===== src/rtl/generic_pipe_reg_if.sv =====
// generic_pipe_reg_if: upstream and downstream valid/ready handshake bundle
// for the elastic pipeline register. The master side is the traffic source
// and sink around the pipeline. The slave side is the pipeline itself.
interface generic_pipe_reg_if #(
    parameter int WIDTH = 10
);
    logic                    in_valid;
    logic signed [WIDTH-1:0] in_data;
    logic                    in_ready;
    logic                    out_valid;
    logic signed [WIDTH-1:0] out_data;
    logic                    out_ready;

    modport master (
        output in_valid, in_data, out_ready,
        input  in_ready, out_valid, out_data
    );

    modport slave (
        input  in_valid, in_data, out_ready,
        output in_ready, out_valid, out_data
    );
endinterface


===== src/rtl/generic_pipe_reg.sv =====
// generic_pipe_reg: DEPTH-stage elastic pipeline register for WIDTH-bit signed
// words. It tracks a valid bit per stage and collapses bubbles toward the
// output. It also supports a synchronous flush and keeps an occupancy count.
//
// Optional build macro GENERIC_PIPE_REG_ZERO_EN:
//   - When defined, any stage that ends the cycle empty also clears its data
//     register, so out_data reads 0 whenever out_valid is 0.
//   - When undefined, data registers load only on valid incoming words, so
//     out_data may show stale data while out_valid is low.
module generic_pipe_reg #(
    parameter  int WIDTH = 10,
    parameter  int DEPTH = 4,
    localparam int CNT_W = $clog2(DEPTH + 1)
) (
    input  logic              clk,
    input  logic              rst,
    input  logic              flush,
    generic_pipe_reg_if.slave bus,
    output logic [CNT_W-1:0]  count
);

    logic [DEPTH-1:0]        v_q;
    logic [DEPTH-1:0]        v_d;
    logic signed [WIDTH-1:0] d_q [DEPTH];
    logic signed [WIDTH-1:0] d_d [DEPTH];
    logic [CNT_W-1:0]        count_q;
    logic [CNT_W-1:0]        count_d;

    logic [DEPTH-1:0]        adv;
    logic [DEPTH-1:0]        src_v;
    logic signed [WIDTH-1:0] src_d [DEPTH];
    logic                    in_ready;
    logic                    in_xfer;
    logic                    out_xfer;

    // Advance chain: a stage may load when it is empty or its successor moves on.
    always_comb begin
        logic a;
        a   = bus.out_ready;
        adv = '0;
        for (int k = DEPTH - 1; k >= 0; k--) begin
            a      = ~v_q[k] | a;
            adv[k] = a;
        end
    end

    // in_ready depends only on state, out_ready, flush and rst.
    // It never depends on in_valid, and it is held low during reset.
    assign in_ready      = adv[0] & ~flush & rst;
    assign in_xfer       = bus.in_valid & in_ready;
    assign out_xfer      = v_q[DEPTH-1] & bus.out_ready;

    assign bus.in_ready  = in_ready;
    assign bus.out_valid = v_q[DEPTH-1];
    assign bus.out_data  = d_q[DEPTH-1];
    assign count         = count_q;

    // Word offered to each stage: the accepted input for stage 0, the predecessor otherwise.
    always_comb begin
        src_v[0] = in_xfer;
        src_d[0] = bus.in_data;
        for (int k = 1; k < DEPTH; k++) begin
            src_v[k] = v_q[k-1];
            src_d[k] = d_q[k-1];
        end
    end

    // Next stage state: flush empties everything, otherwise advancing stages take their source.
    always_comb begin
        for (int k = 0; k < DEPTH; k++) begin
            v_d[k] = v_q[k];
            d_d[k] = d_q[k];
            if (flush) begin
                v_d[k] = 1'b0;
`ifdef GENERIC_PIPE_REG_ZERO_EN
                d_d[k] = '0;
`else
                d_d[k] = d_q[k];
`endif
            end else if (adv[k]) begin
                v_d[k] = src_v[k];
                if (src_v[k]) begin
                    d_d[k] = src_d[k];
                end else begin
`ifdef GENERIC_PIPE_REG_ZERO_EN
                    d_d[k] = '0;
`else
                    d_d[k] = d_q[k];
`endif
                end
            end
        end
    end

    // Occupancy: +1 per input transfer, -1 per output transfer, cleared by flush.
    always_comb begin
        count_d = count_q;
        if (flush) begin
            count_d = '0;
        end else if (in_xfer && !out_xfer) begin
            count_d = count_q + CNT_W'(1);
        end else if (!in_xfer && out_xfer) begin
            count_d = count_q - CNT_W'(1);
        end
    end

    // Stage registers and count. Async reset clears valid, data and count together.
    always_ff @(posedge clk or negedge rst) begin
        if (!rst) begin
            v_q     <= '0;
            count_q <= '0;
            for (int k = 0; k < DEPTH; k++) begin
                d_q[k] <= '0;
            end
        end else begin
            v_q     <= v_d;
            d_q     <= d_d;
            count_q <= count_d;
        end
    end

endmodule

===== src/flat_wrapper.sv =====
// flat-port wrapper written by rule: the top's interface ports become plain ports
module generic_pipe_reg_flat 
#(
    parameter  int WIDTH = 10,
    parameter  int DEPTH = 4,
    localparam int CNT_W = $clog2(DEPTH + 1)
)
  (clk, rst, flush, count, bus_in_valid, bus_in_data, bus_out_ready, bus_in_ready, bus_out_valid, bus_out_data);
  generic_pipe_reg_if #(.WIDTH(WIDTH)) bus_i ();
  input  logic clk;
  input  logic rst;
  input  logic flush;
  output logic [CNT_W-1:0] count;
  input wire logic [$bits(bus_i.in_valid)-1:0] bus_in_valid;
  input wire logic [$bits(bus_i.in_data)-1:0] bus_in_data;
  input wire logic [$bits(bus_i.out_ready)-1:0] bus_out_ready;
  output wire logic [$bits(bus_i.in_ready)-1:0] bus_in_ready;
  output wire logic [$bits(bus_i.out_valid)-1:0] bus_out_valid;
  output wire logic [$bits(bus_i.out_data)-1:0] bus_out_data;
  assign bus_i.in_valid = bus_in_valid;
  assign bus_i.in_data = bus_in_data;
  assign bus_i.out_ready = bus_out_ready;
  assign bus_in_ready = bus_i.in_ready;
  assign bus_out_valid = bus_i.out_valid;
  assign bus_out_data = bus_i.out_data;
  generic_pipe_reg #(.WIDTH(WIDTH), .DEPTH(DEPTH)) u_core (.clk(clk), .rst(rst), .flush(flush), .bus(bus_i), .count(count));
endmodule

===== config.mk =====
export PLATFORM = sky130hd
export DESIGN_NAME = generic_pipe_reg_flat
export DESIGN_NICKNAME = d
export VERILOG_FILES = /design/src/rtl/generic_pipe_reg_if.sv /design/src/rtl/generic_pipe_reg.sv /design/src/flat_wrapper.sv
export SDC_FILE = /design/constraint.sdc
export NUM_CORES = 1
export LEC_CHECK = 0
export CAP_MARGIN = 20
export CORE_MARGIN = 2
export CORE_UTILIZATION = 40
export CTS_BUF_LIST = sky130_fd_sc_hd__clkbuf_16
export DETAILED_ROUTE_END_ITERATION = 10
export HOLD_SLACK_MARGIN = 0.1
export SYNTH_ARGS = -nofsm -noshare
export SYNTH_HDL_FRONTEND = slang
export SYNTH_SLANG_ARGS = --single-unit

===== constraint.sdc =====
create_clock -name clk -period 5.3 [get_ports clk]
set_clock_uncertainty 0.15 [all_clocks]
set_input_delay 1.06 -clock clk [delete_from_list [all_inputs] [get_ports clk]]
set_output_delay 1.06 -clock clk [all_outputs]
set_load 0.005 [all_outputs]

==> results.md <==
- The flow ran to the end, and the final reports show no timing, DRC or antenna violations.
- For this configuration, the core starts out at a cell density of 41.1%.
- The width of the chip is 76.0 microns.
- The post-route core utilization is 48.9%.
- The async set-or-reset flop fraction in the synthesized netlist is 100%.
- The area fraction in and, or, nand and nor cells after synthesis is 6.40%.
- The number of buffers created by CTS is 5.
- The number of global-route vias before repair is 1122.
- The count of buffers added on input and output ports is 29.
- The combined buffer and inverter count along the critical path is 2.
- On the worst path, the slowest cell contributes a delay of 0.47 ns.
- Power spread over the standard cell area amounts to 368 nW/um^2.
- The share of power burned in registers is 52.5%.
- The biggest area contributor in the post-synthesis netlist is dfrtp_1.
- The worst path needs 3.86 ns of the cycle, external delays included.
- 30 I/O pins were placed.
- Headroom to the max-slew limit came out at 41.1%.
- In this run the cell area of the synthesized design comes to 2070 sq um.
- Setup repair after global routing left no endpoint under its margin.
- The register-to-register setup slack is 3.09 ns.
- The complex-gate fraction of the synthesized area is 4.71%.
- The adder-cell share of the synthesized area is 0.966%.
- The mux contribution to synthesized area is 24.5%.
- In this run, the clock network consumes 31.8% of the power.
- The number of antenna violations at the first check in global routing is 0.
- In the layout the commonest cells are dfrtp_1 (47), mux2_2 (33), clkdlybuf4s50_1 (28).
- The setup path with the least slack is of type primary input to primary output.
- The register bit count reported by yosys is 47.
- The data required time of the worst path is 4.09 ns.
- The reported max-cap violation count is 0.
- The slew at the pin with the worst max-slew slack is 0.879 ns.
- The worst flop-to-flop path startpoint is u_core.v_q[3].
- The count of warnings emitted by yosys is 0.
- The final layout contains routed wiring with a total length of 3310 microns.
- The row count is 26.
- The sum of net half-perimeters after detailed placement is 2190 microns.
- The share of power burned in combinational logic is 15.7%.
- After synthesis, the cell types taking the most area are dfrtp_1 (57%), mux2_2 (18%), mux2_4 (6.5%), buf_4 (4.3%), buf_6 (1.6%).
- The first global-routing pass estimated 5700 microns of wire.
- The remaining number of nets flagged by the antenna check after routing is 0.
- For this block, the initial DRC count from the detailed router was 39.
- 0 antenna diodes ended up in the layout.
- The pre-antenna-repair detailed-routing pass consisted of 4 iterations.
- The global placer's final weighted congestion is 0.802.
- Among all flip-flop cells after synthesis, the most frequent one is dfrtp_1.
- The post-synthesis cell type count is 28.
- The average wire per cell in the routed design is 14.2 microns.
- The pin count of the biggest net entering global routing is 49.
- STA classifies the critical path endpoint as a primary output.
- Post-CTS timing repair inserted 0 buffers for setup.
- The number of hold buffers added after cts is 0.
- The die height is 76.0 microns.
- The endpoint identified for the worst register-to-register timing path is u_core.count[2].
- In this run the number of H-tree levels came out at 2.
- The post-synthesis net count is 157.
- Dividing the final minimum period by the clock period gives 72.8%.
- The area growth from synthesis to layout is 19.1%.
- The critical path goes through clkdlybuf4s50_1, nor2b_2, nand2_1, and3b_1, clkdlybuf4s50_1.
- The die area is 5770 sq um.
- TritonCTS built the clock tree.
- In this run the most critical hold path is launched from u_core.v_q[3].
- The final count of negative-setup-slack endpoints is 0.
- The worst register-to-register path has a depth of 5.
- The remaining global-route overflow is 0.
- The internal power component is 0.000710 W.
- The worst vdd rail ir drop is 0.000145 V.
- The largest fanout on the critical path is 8.
- Summing over every cut layer, the via total after detailed routing is 1105.
- After clock tree synthesis, the clock-pin slew on the worst setup and hold paths is 0.06 ns.
- In the routed design, unresolved DRC markers number 0.
- The core area is 5040 sq um.
- The mean number of vias per cell is 4.74.
- The buffer levels on the longest clock path is 2.
- The highest clock frequency the design can meet is 0.259 GHz.
- The static leakage is 1.13 nW.
- The number of failing hold endpoints at the final stage is 0.
- The sum of negative setup slack is 0 ns.
- The clock reaches the later pin of the worst-skew pair after 0.28 ns.
- The number of synthesized flops with an enable pin is 0.
- In this run the biggest area consumer among cell types represents 56.8% of the synthesized area.
- The fraction of the yosys area taken by sequential cells is 56.8%.
- Of the total power, the share spent switching nets is 21.8%.
- The dominant combinational cell family by area after synthesis is multiplexers.
- The category of the worst setup path launch point is a primary input.
- The library cell used most frequently in the layout, excluding fill and tap cells, is dfrtp_1.
- The synthesized netlist devotes 0% of its cell area to XOR and XNOR gates.
- Counting instances, the worst hold path has a depth of 1.
- The library cell contributing the largest single delay on the critical path is clkdlybuf4s50_1.
- The total net switching power is 0.000198 W.
- The average cell area after synthesis is 14.7 sq um.
- The tree is rooted in a clkbuf_16.
- The count of final max-slew check failures is 0.
- The most repeated library cell on the critical path is clkdlybuf4s50_1.
- Counting every sink on the clock net gives 47.
- Of the cells placed in the final design, the portion with a size suffix greater than 1 is 35.6%.
- For this run, the total global-route usage over all layers was measured as 13.1%.
- In this run, post-CTS repair resized a total of 0 instances.
- Synthesis produced a netlist whose cell count is 141.
- The arrival time at the worst endpoint is 2.65 ns.
- Among cell families on the critical path, the largest total delay comes from buffers and inverters.
- The path with the worst hold slack has its endpoint at u_core.count[1].
- The number of gates on the worst path with buffers counted is 5.
- The class of the tightest hold or removal check is register to register.
- The count of nets after finishing is 178.
metrics by stage:
stage	hold slack (ns)	worst slack, ns	cells	total power [W]	cell area (sq um)
2_1_floorplan	0.315	2.57	141	0.000579	2070
3_3_place_gp	0.331	1.48	225	0.000621	2330
3_5_place_dp	0.328	1.45	225	0.000629	2330
4_1_cts	0.339	1.44	233	0.000923	2470
5_1_grt	0.366	1.35	233	0.000964	2470
6_report	0.333	1.44	233	0.000908	2470
routing by layer:
metal  global-route usage [%]  vias to the layer above  share of wire [%]
li1                         -                      522                  -
met1                     17.7                      556                 47
met2                     18.8                       22                 47
met3                     5.33                        5                4.7
met4                     4.91                        0                1.6
met5                        0                        -                  0
power groups by stage:
stage / clock (W) / combinational [W] / sequential, W
final: 0.000289 / 0.000143 / 0.000476
after global routing: 0.000320 / 0.000156 / 0.000488
after CTS: 0.000300 / 0.000146 / 0.000477
after detailed placement: 0 / 0.000145 / 0.000483
after global placement: 0 / 0.000141 / 0.000479
after floorplan: 0 / 0.000109 / 0.000471
synth_stat cells, types with 2 or more instances:
library cell  instances
mux2_4                9
a21oi_1               4
buf_6                 3
inv_1                 3
mux2_2               33
buf_4                12
nand3_1               2
nand3b_1              2
nor2_1                7
nand2_1               2
dfrtp_1              47
cell type report:
cell class,instances,area [sq um]
Clock buffer,5,125
Clock inverter,3,12.5
Fill cell,460,2570
Inverter,3,11.3
Multi-Input combinational cell,75,762
Sequential cell,47,1180
Tap cell,70,87.6
Timing Repair Buffer,30,293
cells by family (layout without fill, tap and decap cells):
| kind of cell | after synthesis | count (layout) |
|---|---|---|
| flops | 47 | 47 |
| fa+ha+maj | 1 | 1 |
| buf+inv | 19 | 41 |
| compound gates | 11 | 11 |
| simple gates | 21 | 21 |
| mux | 42 | 42 |
flip-flops by register name, summed over array words and instances, names as in the netlist:
| signal | flops |
|---|---|
| u_core.v_q | 4 |
| u_core.bus.out_data | 10 |
| u_core.count | 3 |
| u_core.d_q | 30 |
worst max path at each step:
stage,start,end,slack [ns]
after floorplan,bus_out_ready,bus_in_ready,2.57
after global placement,bus_out_ready,bus_in_ready,1.48
after detailed placement,bus_out_ready,bus_in_ready,1.45
after CTS,bus_out_ready,bus_in_ready,1.44
after global routing,bus_out_ready,bus_in_ready,1.35
final,bus_out_ready,bus_in_ready,1.44
worst reg2reg max path, delay by kind of cell, from the launching register on:
| family | cells | cell delay (ns) |
|---|---|---|
| AO/OA/AOI/OAI | 2 | 0.40 |
| adder cells (fa/ha/maj) | 1 | 0.43 |
| flip-flops | 1 | 0.37 |
| multiplexers | 1 | 0.35 |
| AND/OR/NAND/NOR | 1 | 0.40 |
No activity file was read; power rests on OpenSTA's default activity.
